File: src/rtl/brick_hit_scheduler.sv
// Time-multiplexed bullet-vs-brick collision resolver: scans the brick table once per frame,
// emits one kill per destroyed brick and a hit pulse per requester that destroyed something.
module brick_hit_scheduler #(
   parameter int NUM_BRICK  = 100,
   parameter int BRICK_SIZE = 16,
   parameter int COORD_W    = 10,
   parameter int IDX_W      = 7
) (
   input  logic                 clk_50MHz,
   input  logic                 reset,
   input  logic                 refresh_tick,
   input  logic [COORD_W-1:0]   bullet_size,
   input  logic [2:0]           req_valid,
   input  logic [3*COORD_W-1:0] req_x,
   input  logic [3*COORD_W-1:0] req_y,
   output logic [IDX_W-1:0]     rd_idx,
   input  logic [COORD_W-1:0]   rd_x,
   input  logic [COORD_W-1:0]   rd_y,
   output logic                 kill_valid,
   output logic [IDX_W-1:0]     kill_idx,
   output logic [2:0]           hit,
   output logic                 busy,
   output logic                 overrun
);

   typedef enum logic [2:0] {IDLE, SNAP, SCAN, DRAIN, DONE} state_t;

   localparam int EXT_W = COORD_W + 1;
   localparam logic [EXT_W-1:0] BRICK_M1 = EXT_W'(BRICK_SIZE - 1);
   localparam logic [IDX_W-1:0] LAST_IDX = IDX_W'(NUM_BRICK - 1);

   state_t               state_q, state_d;
   logic [IDX_W-1:0]     rd_idx_q, rd_idx_d;
   logic [2:0]           sh_valid_q, sh_valid_d;
   logic [3*COORD_W-1:0] sh_x_q, sh_x_d;
   logic [3*COORD_W-1:0] sh_y_q, sh_y_d;
   logic [COORD_W-1:0]   sh_size_q, sh_size_d;
   logic                 cmp_valid_q, cmp_valid_d;
   logic [IDX_W-1:0]     cmp_idx_q, cmp_idx_d;
   logic [COORD_W-1:0]   cmp_x_q, cmp_x_d;
   logic [COORD_W-1:0]   cmp_y_q, cmp_y_d;
   logic [2:0]           acc_q, acc_d;
   logic                 overrun_q, overrun_d;
   logic [2:0]           overlap;

   always_ff @(posedge clk_50MHz) begin
      if (reset) begin
         state_q     <= IDLE;
         rd_idx_q    <= '0;
         sh_valid_q  <= '0;
         sh_x_q      <= '0;
         sh_y_q      <= '0;
         sh_size_q   <= '0;
         cmp_valid_q <= 1'b0;
         cmp_idx_q   <= '0;
         cmp_x_q     <= '0;
         cmp_y_q     <= '0;
         acc_q       <= '0;
         overrun_q   <= 1'b0;
      end else begin
         state_q     <= state_d;
         rd_idx_q    <= rd_idx_d;
         sh_valid_q  <= sh_valid_d;
         sh_x_q      <= sh_x_d;
         sh_y_q      <= sh_y_d;
         sh_size_q   <= sh_size_d;
         cmp_valid_q <= cmp_valid_d;
         cmp_idx_q   <= cmp_idx_d;
         cmp_x_q     <= cmp_x_d;
         cmp_y_q     <= cmp_y_d;
         acc_q       <= acc_d;
         overrun_q   <= overrun_d;
      end
   end

   // Overlap test on the registered brick; widened by one bit so sums near 1023 cannot wrap.
   always_comb begin
      logic [EXT_W-1:0] bx, by, bs, x, y;
      overlap = '0;
      bs = {1'b0, sh_size_q};
      x  = {1'b0, cmp_x_q};
      y  = {1'b0, cmp_y_q};
      for (int r = 0; r < 3; r++) begin
         bx = {1'b0, sh_x_q[r*COORD_W +: COORD_W]};
         by = {1'b0, sh_y_q[r*COORD_W +: COORD_W]};
         overlap[r] = cmp_valid_q && sh_valid_q[r] &&
                      (by < y + BRICK_M1) && (by + bs > y) &&
                      (bx < x + BRICK_M1) && (bx + bs > x);
      end
   end

   always_comb begin
      state_d     = state_q;
      rd_idx_d    = '0;
      sh_valid_d  = sh_valid_q;
      sh_x_d      = sh_x_q;
      sh_y_d      = sh_y_q;
      sh_size_d   = sh_size_q;
      cmp_valid_d = 1'b0;
      cmp_idx_d   = cmp_idx_q;
      cmp_x_d     = cmp_x_q;
      cmp_y_d     = cmp_y_q;
      acc_d       = acc_q | overlap;
      overrun_d   = refresh_tick && (state_q != IDLE);

      case (state_q)
         IDLE: begin
            if (refresh_tick) state_d = SNAP;
         end
         SNAP: begin
            sh_valid_d = req_valid;
            sh_x_d     = req_x;
            sh_y_d     = req_y;
            sh_size_d  = bullet_size;
            acc_d      = '0;
            state_d    = SCAN;
         end
         SCAN: begin
            // Dead (0,0) entries never reach the compare stage as valid.
            cmp_valid_d = (rd_x != '0) || (rd_y != '0);
            cmp_idx_d   = rd_idx_q;
            cmp_x_d     = rd_x;
            cmp_y_d     = rd_y;
            if (rd_idx_q == LAST_IDX) begin
               state_d = DRAIN;
            end else begin
               rd_idx_d = rd_idx_q + 1'b1;
            end
         end
         DRAIN: state_d = DONE;
         DONE:  state_d = IDLE;
         default: state_d = IDLE;
      endcase
   end

   assign rd_idx     = rd_idx_q;
   assign kill_valid = |overlap;
   assign kill_idx   = (|overlap) ? cmp_idx_q : '0;
   assign hit        = (state_q == DONE) ? acc_q : 3'b000;
   assign busy       = (state_q != IDLE);
   assign overrun    = overrun_q;

endmodule

File: config.mk
export PLATFORM = sky130hd
export DESIGN_NAME = brick_hit_scheduler
export DESIGN_NICKNAME = d
export VERILOG_FILES = /design/src/rtl/brick_hit_scheduler.sv
export SDC_FILE = /design/constraint.sdc
export NUM_CORES = 1
export LEC_CHECK = 0
export ABC_AREA = 1
export CAP_MARGIN = 30
export CORE_MARGIN = 4
export CORE_UTILIZATION = 40
export CTS_CLUSTER_SIZE = 20
export DETAILED_ROUTE_END_ITERATION = 6
export PLACE_DENSITY_LB_ADDON = 0.3
export SKIP_LAST_GASP = 1
export SYNTH_ARGS = -nofsm -noshare
export SYNTH_HDL_FRONTEND = slang
export SYNTH_SLANG_ARGS = --single-unit
File: constraint.sdc
create_clock -name clk_50MHz -period 4.8 [get_ports clk_50MHz]
set_input_delay 1.2 -clock clk_50MHz [delete_from_list [all_inputs] [get_ports clk_50MHz]]
set_output_delay 1.2 -clock clk_50MHz [all_outputs]
set_load 0.01 [all_outputs]
==> summary.txt, run 1 <==
Power and ir drop
  – Gate power share: 53.1%
  – Clock share of power: 23.9%
  – Leak: 6.25 nW
  – Maximum vdd drop: 0.256 mV
  – Internal power: 3.27 mW
  – Sequential Power Share: 23.0%
  – Switching share of power: 42.6%
  – PwrDens: 439 nW/um^2
  – NetSw: 2.42 mW

STA
  – Final worst-path cycle share: 102%
  – Worst-Margin Slew: 850 ps
  – Final hold vios: 0
  – RSZ-0062 raised after global routing: true
  – Final setup violation count: 7
  – WHS: 470 ps
  – Max Fclk: 0.205 GHz
  – Clock Skews: 9.62 ps
  – Min cycle time layout: 4870 ps
  – Fin. max-slew vios: 0
  – Final WS setup: -72.7 ps
  – Relative slew slack: 43.3%

Cells and area
  – Commonest non-fill, non-tap cells in the layout: 212 x nand2_1, 211 x nor2_1, 161 x ha_1, 128 x inv_1, 112 x o21ai_0
  – ANT cells: 0
  – Commonest non-fill, non-tap cell in the layout: nand2_1
  – Fillers: 2212
  – Layout cells sized above 1: 15.6%
  – Fin cells: 1901
  – Area Growth Syn to Fin: 34.6%
  – Nets: 1848

Routing
  – Avg Vias per Cell: 5.24
  – Initial drt markers: 657
  – DR DRC count: 0
  – Final wirelength: 32.4 mm
  – Antenna Violating Nets Remaining: 0
  – Via count: 9965
  – WL/cell: 17.0 um
  – Initial DRT Pass Iterations: 5

Placement
  – Number of placed cells counting well taps: 1849
  – Pre-CTS setup slack: -180 ps
  – Hpwl dp: 24.4 mm
  – Gpl congestion: 0.909
  – Port-buffer cells: 115

Yosys
  – Seq cells post-synth: 115
  – Mapped cell area: 9630 sq um
  – Post-synth EDFFs: 0
  – Synthesized net count: 1627
  – Sequential area share after synthesis: 23.9%
  – Yosys warns: 0
  – Synth async-reset ratio: 0%
  – Synth Flop Type: dfxtp_1
  – Cell variety after synth: 41
  – Cells after synthesis: 1348
  – Syn_area_per_cell: 7.15 sq um

Worst hold path
  – Worst Hold Class: register to register

CTS
  – Num CTS Buffers: 17
  – H-tree depth: 4
  – TritonCTS clock tree: built
  – Clk Latency, worst-skew pair: 430 ps
  – CTS Buffer Depth: 2
  – Num Clock Sinks: 115
  – Post-CTS Hold Fix Bufs: 0
  – CTS Root Cell: clkbuf_16
  – Clock-pin slew on the worst setup and hold paths: 60 ps

Job
  – Maxcap violations: 0

GRT
  – Largest net degree at the start of global routing: 72
  – First-pass GRT wire length: 50.3 mm
  – Vias in the first global route: 9567
  – Initial antenna violation count: 0
  – Total congestion overflow: 0
  – GRT Util Overall: 24.0%

Floorplan
  – CORE AREA: 23600 sq um
  – Die footprint: 26600 sq um
  – Chip Width: 163 um
  – Rows: 56
  – Num ports: 116
  – Chip height: 163 um
  – Initial Util: 40.8%

Setup path
  – CP Data Arrival Time: 3670 ps
  – Worst Setup End Kind: output pin
  – Setup CP Type: register to output pin
  – CP startpoint kind: register
  – Crit Path Max Fanout: 6
  – Crit path required time: 3600 ps

Run status
  – Status: finished, violations left
  – Failing checks: negative setup slack
## power by group through the flow
stage / logic (mW) / clock network, mW / registers (mW)
6_report: 3.02 / 1.36 / 1.31
5_1_grt: 3.43 / 1.42 / 1.32
4_1_cts: 2.89 / 1.36 / 1.29
3_5_place_dp: 2.80 / 0 / 1.30
3_3_place_gp: 2.73 / 0 / 1.31
2_1_floorplan: 1.88 / 0 / 1.24
## per-layer routing
| layer | global-route usage, % | up-vias | routed length (um) |
|---|---|---|---|
| met5 | 0 | - | 0 |
| met4 | 7.28 | 0 | 932 |
| met3 | 5.65 | 58 | 2560 |
| met2 | 38.0 | 342 | 14000 |
| met1 | 32.6 | 4585 | 15000 |
| li1 | - | 4980 | - |
## final timing paths
| kind | start | endpoint | slack, ps | cells past startpoint |
|---|---|---|---|---|
| max reg2reg | sh_size_q[0] | acc_q[1] | 1460 | 21 |
| max | sh_size_q[0] | kill_idx[2] | -70 | 22 |
| min | acc_q[2] | acc_q[2] | 470 | 2 |
| min reg2reg | acc_q[2] | acc_q[2] | 470 | 2 |
## cells in the mapped netlist (all sizes together) (10+ instances only)
cell type / count / area (sq um)
a21oi: 116 / 592
ha: 177 / 2210
xnor2: 20 / 175
inv: 136 / 510
a21o: 10 / 76.3
nor4: 11 / 68.8
nand3: 44 / 265
o21ai: 118 / 591
nor3: 19 / 111
xor2: 42 / 368
dfxtp: 115 / 2300
nand4: 17 / 106
clkbuf: 28 / 105
nand2: 224 / 848
nor2: 217 / 825
## cells by family after synthesis
| group | synth area share [%] |
|---|---|
| AO/OA/AOI/OAI | 15.5 |
| XOR/XNOR | 5.64 |
| adder cells (fa/ha/maj) | 24.2 |
| buffers and inverters | 6.59 |
| flip-flops | 23.9 |
| AND/OR/NAND/NOR | 24.1 |
## repair_timing
| action | CTS | global route |
|---|---|---|
| buffers inserted | 10 | 10 |
| endpoints found under the setup margin | 8 | 8 |
| resized for setup | 66 | 66 |
| pin swaps | 14 | 27 |
| endpoints found under the hold margin | 0 | 0 |
## through the flow
stage / TNS, ps / power (mW) / util (%) / cell area, sq um
floorplan: 0 / 3.11 / - / 9630
global placement: -195 / 4.04 / 50.1 / 11800
detailed placement: -1240 / 4.11 / 50.1 / 11800
CTS: 0 / 5.54 / 53.4 / 12600
global route: -1510 / 6.17 / 54.9 / 13000
finish: -417 / 5.69 / 54.9 / 13000
## critical path: stages (launching register included)
cell and delay [ps]:
dfxtp_4 390, ha_4 170, fa_2 370, a31oi_4 200, buf_6 110, buf_4 90, buf_4 90, buf_4 100
xor2_1 150, ha_1 260, nand2_1 90, nor3_2 50, buf_4 130, buf_4 120, nand4_1 70, nand2_1 80
a21oi_2 170, nand3_2 130, nand3_4 150, buf_6 140, nand2_2 50, inv_2 50, buf_6 90
## state kept, by name, indices dropped and copies added (netlist names), 3 cells and up
signal,cells
sh_x_q,30
sh_y_q,30
cmp_x_q,10
cmp_y_q,10
sh_size_q,10
cmp_idx_q,7
rd_idx,7
acc_q,3
sh_valid_q,3
state_q,3
## cell type report
cell class / count / area [sq um] / area share, %
inverters: 137 / 514 / 3.97
flip-flops and latches: 115 / 2320 / 17.9
repair buffers: 233 / 2080 / 16.1
clock inverters: 11 / 151 / 1.17
well taps: 319 / 399 / 3.08
clock buffers: 21 / 460 / 3.55
multi-input cells: 1065 / 7030 / 54.3
Power figures use the tool's default switching activity.
==> run 2, diff against run 1 <==
GPL_TIMING_DRIVEN = 0   (was unset)
==> summary.txt, run 2 (synthesis gave the netlist of run 1 again) <==
CTS
  – Post-CTS Hold Fix Bufs: 0 (unchanged)
  – Num CTS Buffers: 17 (unchanged)
  – CTS Root Cell: clkbuf_16 (unchanged)
  – TritonCTS clock tree: built (unchanged)
  – H-tree depth: 4 (unchanged)
  – Clock-pin slew on the worst setup and hold paths: 60 ps (about the same)
  – Clk Latency, worst-skew pair: 430 ps (about the same)
  – Num Clock Sinks: 115 (unchanged)
  – CTS Buffer Depth: 2 (unchanged)

Setup path
  – CP Cell Sequence: ha_4, fa_2, a31oi_4, o21ai_2, nand3_1, nand2_1, xor2_1, ha_1, nand2_2, nor3_4, nand2_1, nand3_1, nand2_1, nand2_1, nand2_2, a21oi_4, nand3_4, nand3_4, buf_6, buf_6, nand2_2, inv_2, buf_6 (was ha_4, fa_2, a31oi_4, buf_6, buf_4, buf_4, buf_4, xor2_1, ha_1, nand2_1, nor3_2, buf_4, buf_4, nand4_1, nand2_1, a21oi_2, nand3_2, nand3_4, buf_6, nand2_2, inv_2, buf_6)
  – R2r setup slk: 1790 ps (was 1460 ps)
  – CP most frequent cell: nand2_1 (was buf_4)
  – Crit path required time: 3600 ps (about the same)
  – R2R cell count: 18 (was 21)
  – CP Data Arrival Time: 3760 ps (was 3670 ps)
  – Worst Setup End Kind: output pin (unchanged)
  – Setup CP Type: register to output pin (unchanged)
  – CP startpoint kind: register (unchanged)
  – Worst path slowest cell: dfxtp_4 (unchanged)
  – Crit-path leading delay family: simple AND/OR/NAND/NOR gates (was buffers and inverters)
  – Crit path buf inv count: 4 (was 9)
  – R2R Path Start: sh_size_q[0] (unchanged)
  – Crit Path Max Fanout: 5 (was 6)
  – FF-to-FF End: acc_q[1] (unchanged)
  – Worst stage delay on the critical path: 420 ps (was 390 ps)

Floorplan
  – Rows: 56 (unchanged)
  – Die footprint: 26600 sq um (unchanged)
  – Chip height: 163 um (unchanged)
  – Num ports: 116 (unchanged)
  – Initial Util: 40.8% (unchanged)
  – Chip Width: 163 um (unchanged)
  – CORE AREA: 23600 sq um (unchanged)

Placement
  – Pre-CTS setup slack: -766 ps (was -180 ps)
  – Port-buffer cells: 115 (unchanged)
  – Hpwl dp: 23.8 mm (was 24.4 mm)
  – Number of placed cells counting well taps: 1782 (was 1849)
  – Gpl congestion: 0.925 (was 0.909)

Routing
  – Antenna Violating Nets Remaining: 0 (unchanged)
  – Avg Vias per Cell: 5.23 (was 5.24)
  – WL/cell: 16.9 um (was 17.0 um)
  – Initial DRT Pass Iterations: 6 (was 5)
  – Via count: 9578 (was 9965)
  – DR DRC count: 0 (unchanged)
  – Initial drt markers: 604 (was 657)
  – Final wirelength: 31.0 mm (was 32.4 mm)

GRT
  – Largest net degree at the start of global routing: 17 (was 72)
  – Vias in the first global route: 9351 (was 9567)
  – Total congestion overflow: 0 (unchanged)
  – Initial antenna violation count: 1 (was 0)
  – GRT Util Overall: 23.5% (was 24.0%)
  – First-pass GRT wire length: 49.1 mm (was 50.3 mm)

STA
  – Max Fclk: 0.202 GHz (was 0.205 GHz)
  – Min cycle time layout: 4960 ps (was 4870 ps)
  – RSZ-0062 raised after global routing: true (unchanged)
  – Clock Skews: 9.86 ps (was 9.62 ps)
  – Final hold vios: 0 (unchanged)
  – Final worst-path cycle share: 103% (was 102%)
  – Relative slew slack: 38.7% (was 43.3%)
  – Worst-Margin Slew: 920 ps (was 850 ps)
  – Fin. max-slew vios: 0 (unchanged)
  – Final setup violation count: 7 (unchanged)
  – Final WS setup: -160 ps (was -72.7 ps)

Power and ir drop
  – Leak: 5.81 nW (was 6.25 nW)
  – Maximum vdd drop: 0.260 mV (was 0.256 mV)
  – Total power: 5.27 mW (was 5.69 mW)
  – PwrDens: 433 nW/um^2 (was 439 nW/um^2)

Cells and area
  – Area Growth Syn to Fin: 26.4% (was 34.6%)
  – Top flop regs: sh_x_q: 30 flops, sh_y_q: 30 flops (unchanged)
  – ANT cells: 0 (unchanged)
  – Layout cells sized above 1: 8.86% (was 15.6%)
  – Commonest non-fill, non-tap cells in the layout: 216 x nand2_1, 213 x nor2_1, 167 x ha_1, 133 x inv_1, 111 x o21ai_0 (was 212 x nand2_1, 211 x nor2_1, 161 x ha_1, 128 x inv_1, 112 x o21ai_0)
  – Fillers: 2280 (was 2212)
  – Commonest non-fill, non-tap cell in the layout: nand2_1 (unchanged)
  – Fin cells: 1832 (was 1901)
  – Nets: 1780 (was 1848)

Run status
  – Status: finished, violations left (unchanged)
  – Failing checks: negative setup slack (unchanged)

Worst hold path
  – Worst hold path endpoint: acc_q[2] (unchanged)
  – Hold Crit Start: acc_q[2] (unchanged)
  – Hold path depth: 2 (unchanged)
  – Worst Hold Class: register to register (unchanged)

Job
  – Maxcap violations: 0 (unchanged)
[run 2: area by class of cell]
class / instances / area [sq um] / area share [%]
timing repair buffer: 134 / 1310 / 10.8
buffer: 31 / 120 / 0.987
clock inverter: 13 / 135 / 1.11
sequential: 115 / 2330 / 19.1
clock buffer: 18 / 429 / 3.53
multi-input combinational: 1065 / 6940 / 57.0
tap: 319 / 399 / 3.28
inverter: 137 / 514 / 4.23
[run 2: what timing repair did]
item,4_1_cts,5_1_grt
resized for setup,84,32
endpoints found under the setup margin,8,8
pin swaps,14,13
setup buffers,13,6
[run 2: metrics by stage]
| stage | hold slack [ps] | setup TNS, ps | utilization, % | area, sq um |
|---|---|---|---|---|
| after floorplan | 436 | 0 | - | 9630 |
| after global placement | 450 | -5580 | 47.4 | 11200 |
| after detailed placement | 459 | -5890 | 47.4 | 11200 |
| after CTS | 468 | -1160 | 50.8 | 12000 |
| after global routing | 500 | -2210 | 51.5 | 12200 |
| final | 468 | -690 | 51.5 | 12200 |
[run 2: how the worst max path moves through the flow]
| stage | start | to | slack (ps) | cells past startpoint |
|---|---|---|---|---|
| final | sh_size_q[0] | kill_idx[6] | -160 | 23 |
| after global routing | sh_size_q[0] | kill_idx[6] | -340 | 23 |
| after CTS | sh_size_q[0] | kill_idx[6] | -220 | 23 |
| after detailed placement | sh_size_q[1] | kill_idx[4] | -770 | 21 |
| after global placement | sh_size_q[1] | kill_idx[4] | -740 | 21 |
| after floorplan | sh_size_q[1] | kill_idx[0] | 690 | 20 |
[run 2: metal layers]
| layer | GRT usage (%) | wire length, um |
|---|---|---|
| met2 | 39.0 | 14000 |
| met4 | 6.56 | 629 |
| met1 | 30.9 | 14200 |
| met3 | 5.25 | 2140 |
| met5 | 0 | 13 |
[run 2: worst register-to-register path: cells and delay by family, from the launching register on]
family | cells | cell delay [ps]
fa+ha+maj | 3 | 900
simple gates | 10 | 820
compound gates | 4 | 650
flops | 1 | 420
xor+xnor | 1 | 150
[run 2: where the power goes]
part | internal, mW | total, mW | switching, mW | leakage (nW)
combinational | 1.08 | 2.67 | 1.58 | 4.59
sequential | 1.11 | 1.34 | 0.228 | 0.948
clock | 0.759 | 1.26 | 0.498 | 0.264
total | 2.96 | 5.27 | 2.31 | 5.81
==> run 3, diff against run 2 <==
CORE_UTILIZATION = 58   (was 40)
SKIP_LAST_GASP = unset   (was 1)
==> summary.txt, run 3 (synthesis gave the netlist of run 1 again) <==
Worst hold path
  – Worst Hold Class: register to register (unchanged)

Placement
  – Port-buffer cells: 115 (unchanged)
  – Number of placed cells counting well taps: 1679 (was 1782)
  – Gpl congestion: 0.960 (was 0.925)
  – Hpwl dp: 22.7 mm (was 23.8 mm)
  – Pre-CTS setup slack: -802 ps (was -766 ps)

Cells and area
  – Fin cells: 1743 (was 1832)
  – Fillers: 1206 (was 2280)
  – Area Growth Syn to Fin: 26.5% (was 26.4%)
  – Nets: 1792 (was 1780)
  – Top flop regs: sh_x_q: 30 flops, sh_y_q: 30 flops (unchanged)
  – Layout cells sized above 1: 10.2% (was 8.86%)
  – Commonest non-fill, non-tap cells in the layout: 212 x nand2_1, 212 x nor2_1, 164 x ha_1, 130 x inv_1, 110 x o21ai_0 (was 216 x nand2_1, 213 x nor2_1, 167 x ha_1, 133 x inv_1, 111 x o21ai_0)

CTS
  – Num Clock Sinks: 115 (unchanged)
  – Num CTS Buffers: 17 (unchanged)
  – TritonCTS clock tree: built (unchanged)
  – CTS Buffer Depth: 2 (unchanged)
  – H-tree depth: 4 (unchanged)
  – Clk Latency, worst-skew pair: 420 ps (was 430 ps)
  – CTS Root Cell: clkbuf_16 (unchanged)
  – Clock-pin slew on the worst setup and hold paths: 60 ps (about the same)

GRT
  – GRT Util Overall: 33.6% (was 23.5%)
  – Initial antenna violation count: 2 (was 1)
  – Largest net degree at the start of global routing: 17 (unchanged)
  – First-pass GRT wire length: 48.4 mm (was 49.1 mm)
  – Total congestion overflow: 0 (unchanged)
  – Vias in the first global route: 9561 (was 9351)

STA
  – Fin. max-slew vios: 0 (unchanged)
  – Max Fclk: 0.201 GHz (was 0.202 GHz)
  – Final hold vios: 0 (unchanged)
  – Worst-Margin Slew: 769 ps (was 920 ps)
  – Final setup violation count: 8 (was 7)
  – Final worst-path cycle share: 103% (about the same)
  – RSZ-0062 raised after global routing: true (unchanged)
  – Relative slew slack: 48.7% (was 38.7%)
  – Final WS setup: -164 ps (was -160 ps)
  – Min cycle time layout: 4960 ps (about the same)
  – Clock Skews: 11.8 ps (was 9.86 ps)

Setup path
  – CP startpoint kind: register (unchanged)
  – Worst Setup End Kind: output pin (unchanged)
  – CP most frequent cell: nand2_1 (unchanged)
  – Setup CP Type: register to output pin (unchanged)
  – Worst stage delay on the critical path: 390 ps (was 420 ps)
  – CP Cell Sequence: buf_6, ha_4, fa_2, inv_2, nor3_2, nor2_2, nor2_1, nor2_1, xor2_1, ha_1, nand2_2, nor3_2, nand2_1, nand3_1, nand2_1, nand2_1, nand2_2, a21oi_4, nand3_4, nand3_4, buf_4, buf_4, buf_2 (was ha_4, fa_2, a31oi_4, o21ai_2, nand3_1, nand2_1, xor2_1, ha_1, nand2_2, nor3_4, nand2_1, nand3_1, nand2_1, nand2_1, nand2_2, a21oi_4, nand3_4, nand3_4, buf_6, buf_6, nand2_2, inv_2, buf_6)
  – Worst path slowest cell: dfxtp_4 (unchanged)
  – CP Data Arrival Time: 3760 ps (about the same)
  – Crit Path Max Fanout: 5 (unchanged)
  – Crit path required time: 3600 ps (about the same)

Power and ir drop
  – NetSw: 2.34 mW (was 2.31 mW)
  – Internal power: 2.96 mW (about the same)
  – Gate power share: 52.1% (was 50.7%)
  – Maximum vdd drop: 0.327 mV (was 0.260 mV)
  – Sequential Power Share: 25.3% (was 25.5%)
  – PwrDens: 435 nW/um^2 (was 433 nW/um^2)
  – Clock share of power: 22.7% (was 23.9%)
  – Switching share of power: 44.2% (was 43.9%)
  – Leak: 5.87 nW (was 5.81 nW)

Job
  – Maxcap violations: 0 (unchanged)

Routing
  – DR DRC count: 0 (unchanged)
  – Avg Vias per Cell: 5.81 (was 5.23)
  – Initial drt markers: 953 (was 604)
  – Antenna Violating Nets Remaining: 0 (unchanged)
  – WL/cell: 18.0 um (was 16.9 um)
  – Via count: 10121 (was 9578)
  – Initial DRT Pass Iterations: 6 (unchanged)
  – Final wirelength: 31.4 mm (was 31.0 mm)

Floorplan
  – Chip height: 137 um (was 163 um)
  – Num ports: 116 (unchanged)
  – Initial Util: 60.0% (was 40.8%)
  – Chip Width: 137 um (was 163 um)
  – Rows: 46 (was 56)
  – Die footprint: 18700 sq um (was 26600 sq um)
  – CORE AREA: 16100 sq um (was 23600 sq um)

Run status
  – Failing checks: negative setup slack (unchanged)
  – Status: finished, violations left (unchanged)
-- run 3: cell count changes in the layout (fill, tap and decap cells not counted), sizes merged --
cell      change
clkinv        +2
buf          +12
clkinvlp      -1
diode         +2
inv           -1
clkbuf        +1
bufinv        -1
-- run 3: path summary, 6_finish.rpt --
path / startpoint / endpoint / slack, ps / cells after the start
setup / recovery: sh_size_q[0] / kill_valid / -160 / 23
hold / removal: acc_q[1] / acc_q[1] / 480 / 2
setup reg to reg: sh_size_q[0] / acc_q[2] / 1520 / 21
hold reg to reg: acc_q[1] / acc_q[1] / 480 / 2
-- run 3: power by group through the flow --
stage | Clock, mW | Combinational, mW | Sequential, mW
2_1_floorplan | 0 | 1.88 | 1.24
3_3_place_gp | 0 | 2.36 | 1.34
3_5_place_dp | 0 | 2.46 | 1.35
4_1_cts | 1.19 | 2.67 | 1.33
5_1_grt | 1.25 | 3.12 | 1.35
6_report | 1.20 | 2.76 | 1.34
-- run 3: timing repair --
action                     CTS  global route
gates resized for setup    120            12
setup buffers               24             7
pin swaps                   26            17
setup endpoints to repair    8             8
hold buffers                 0             0
hold endpoints to repair     0             0
-- run 3: cell type report --
type                    instances  area [sq um]  share of cell area, %
inverters                     137           517                   4.24
multi-input cells            1065          6990                   57.4
diodes                          2          5.00                 0.0411
clock inverters                12           110                  0.904
well taps                     216           270                   2.22
flip-flops and latches        115          2330                   19.1
clock buffers                  19           443                   3.64
plain buffers                  31           120                  0.986
repair buffers                146          1400                   11.5
-- run 3: metrics by stage --
stage	setup TNS [ps]	hold WS, ps	power, mW	utilization, %	area [sq um]
after floorplan	0	436	3.11	-	9630
after global placement	-5400	444	3.71	68.8	11100
after detailed placement	-6050	451	3.80	68.8	11100
after CTS	-200	460	5.19	75.2	12100
after global routing	-2260	498	5.72	75.9	12200
final	-1140	475	5.30	75.9	12200
-- run 3: worst max-delay path: cells and delay by family (launching register included) --
family | cells | cell delay [ps]
AO/OA/AOI/OAI | 1 | 210
XOR/XNOR | 1 | 100
adder cells (fa/ha/maj) | 3 | 820
buffers and inverters | 5 | 530
flip-flops | 1 | 390
AND/OR/NAND/NOR | 13 | 1260
-- run 3: layer usage --
| layer | vias up | track usage (%) | part of all wire (%) |
|---|---|---|---|
| met1 | 4667 | 43.7 | 42 |
| met5 | - | 0 | 0.051 |
| li1 | 4885 | - | - |
| met4 | 2 | 15.5 | 4.6 |
| met2 | 482 | 52.6 | 44 |
| met3 | 85 | 8.20 | 9.8 |
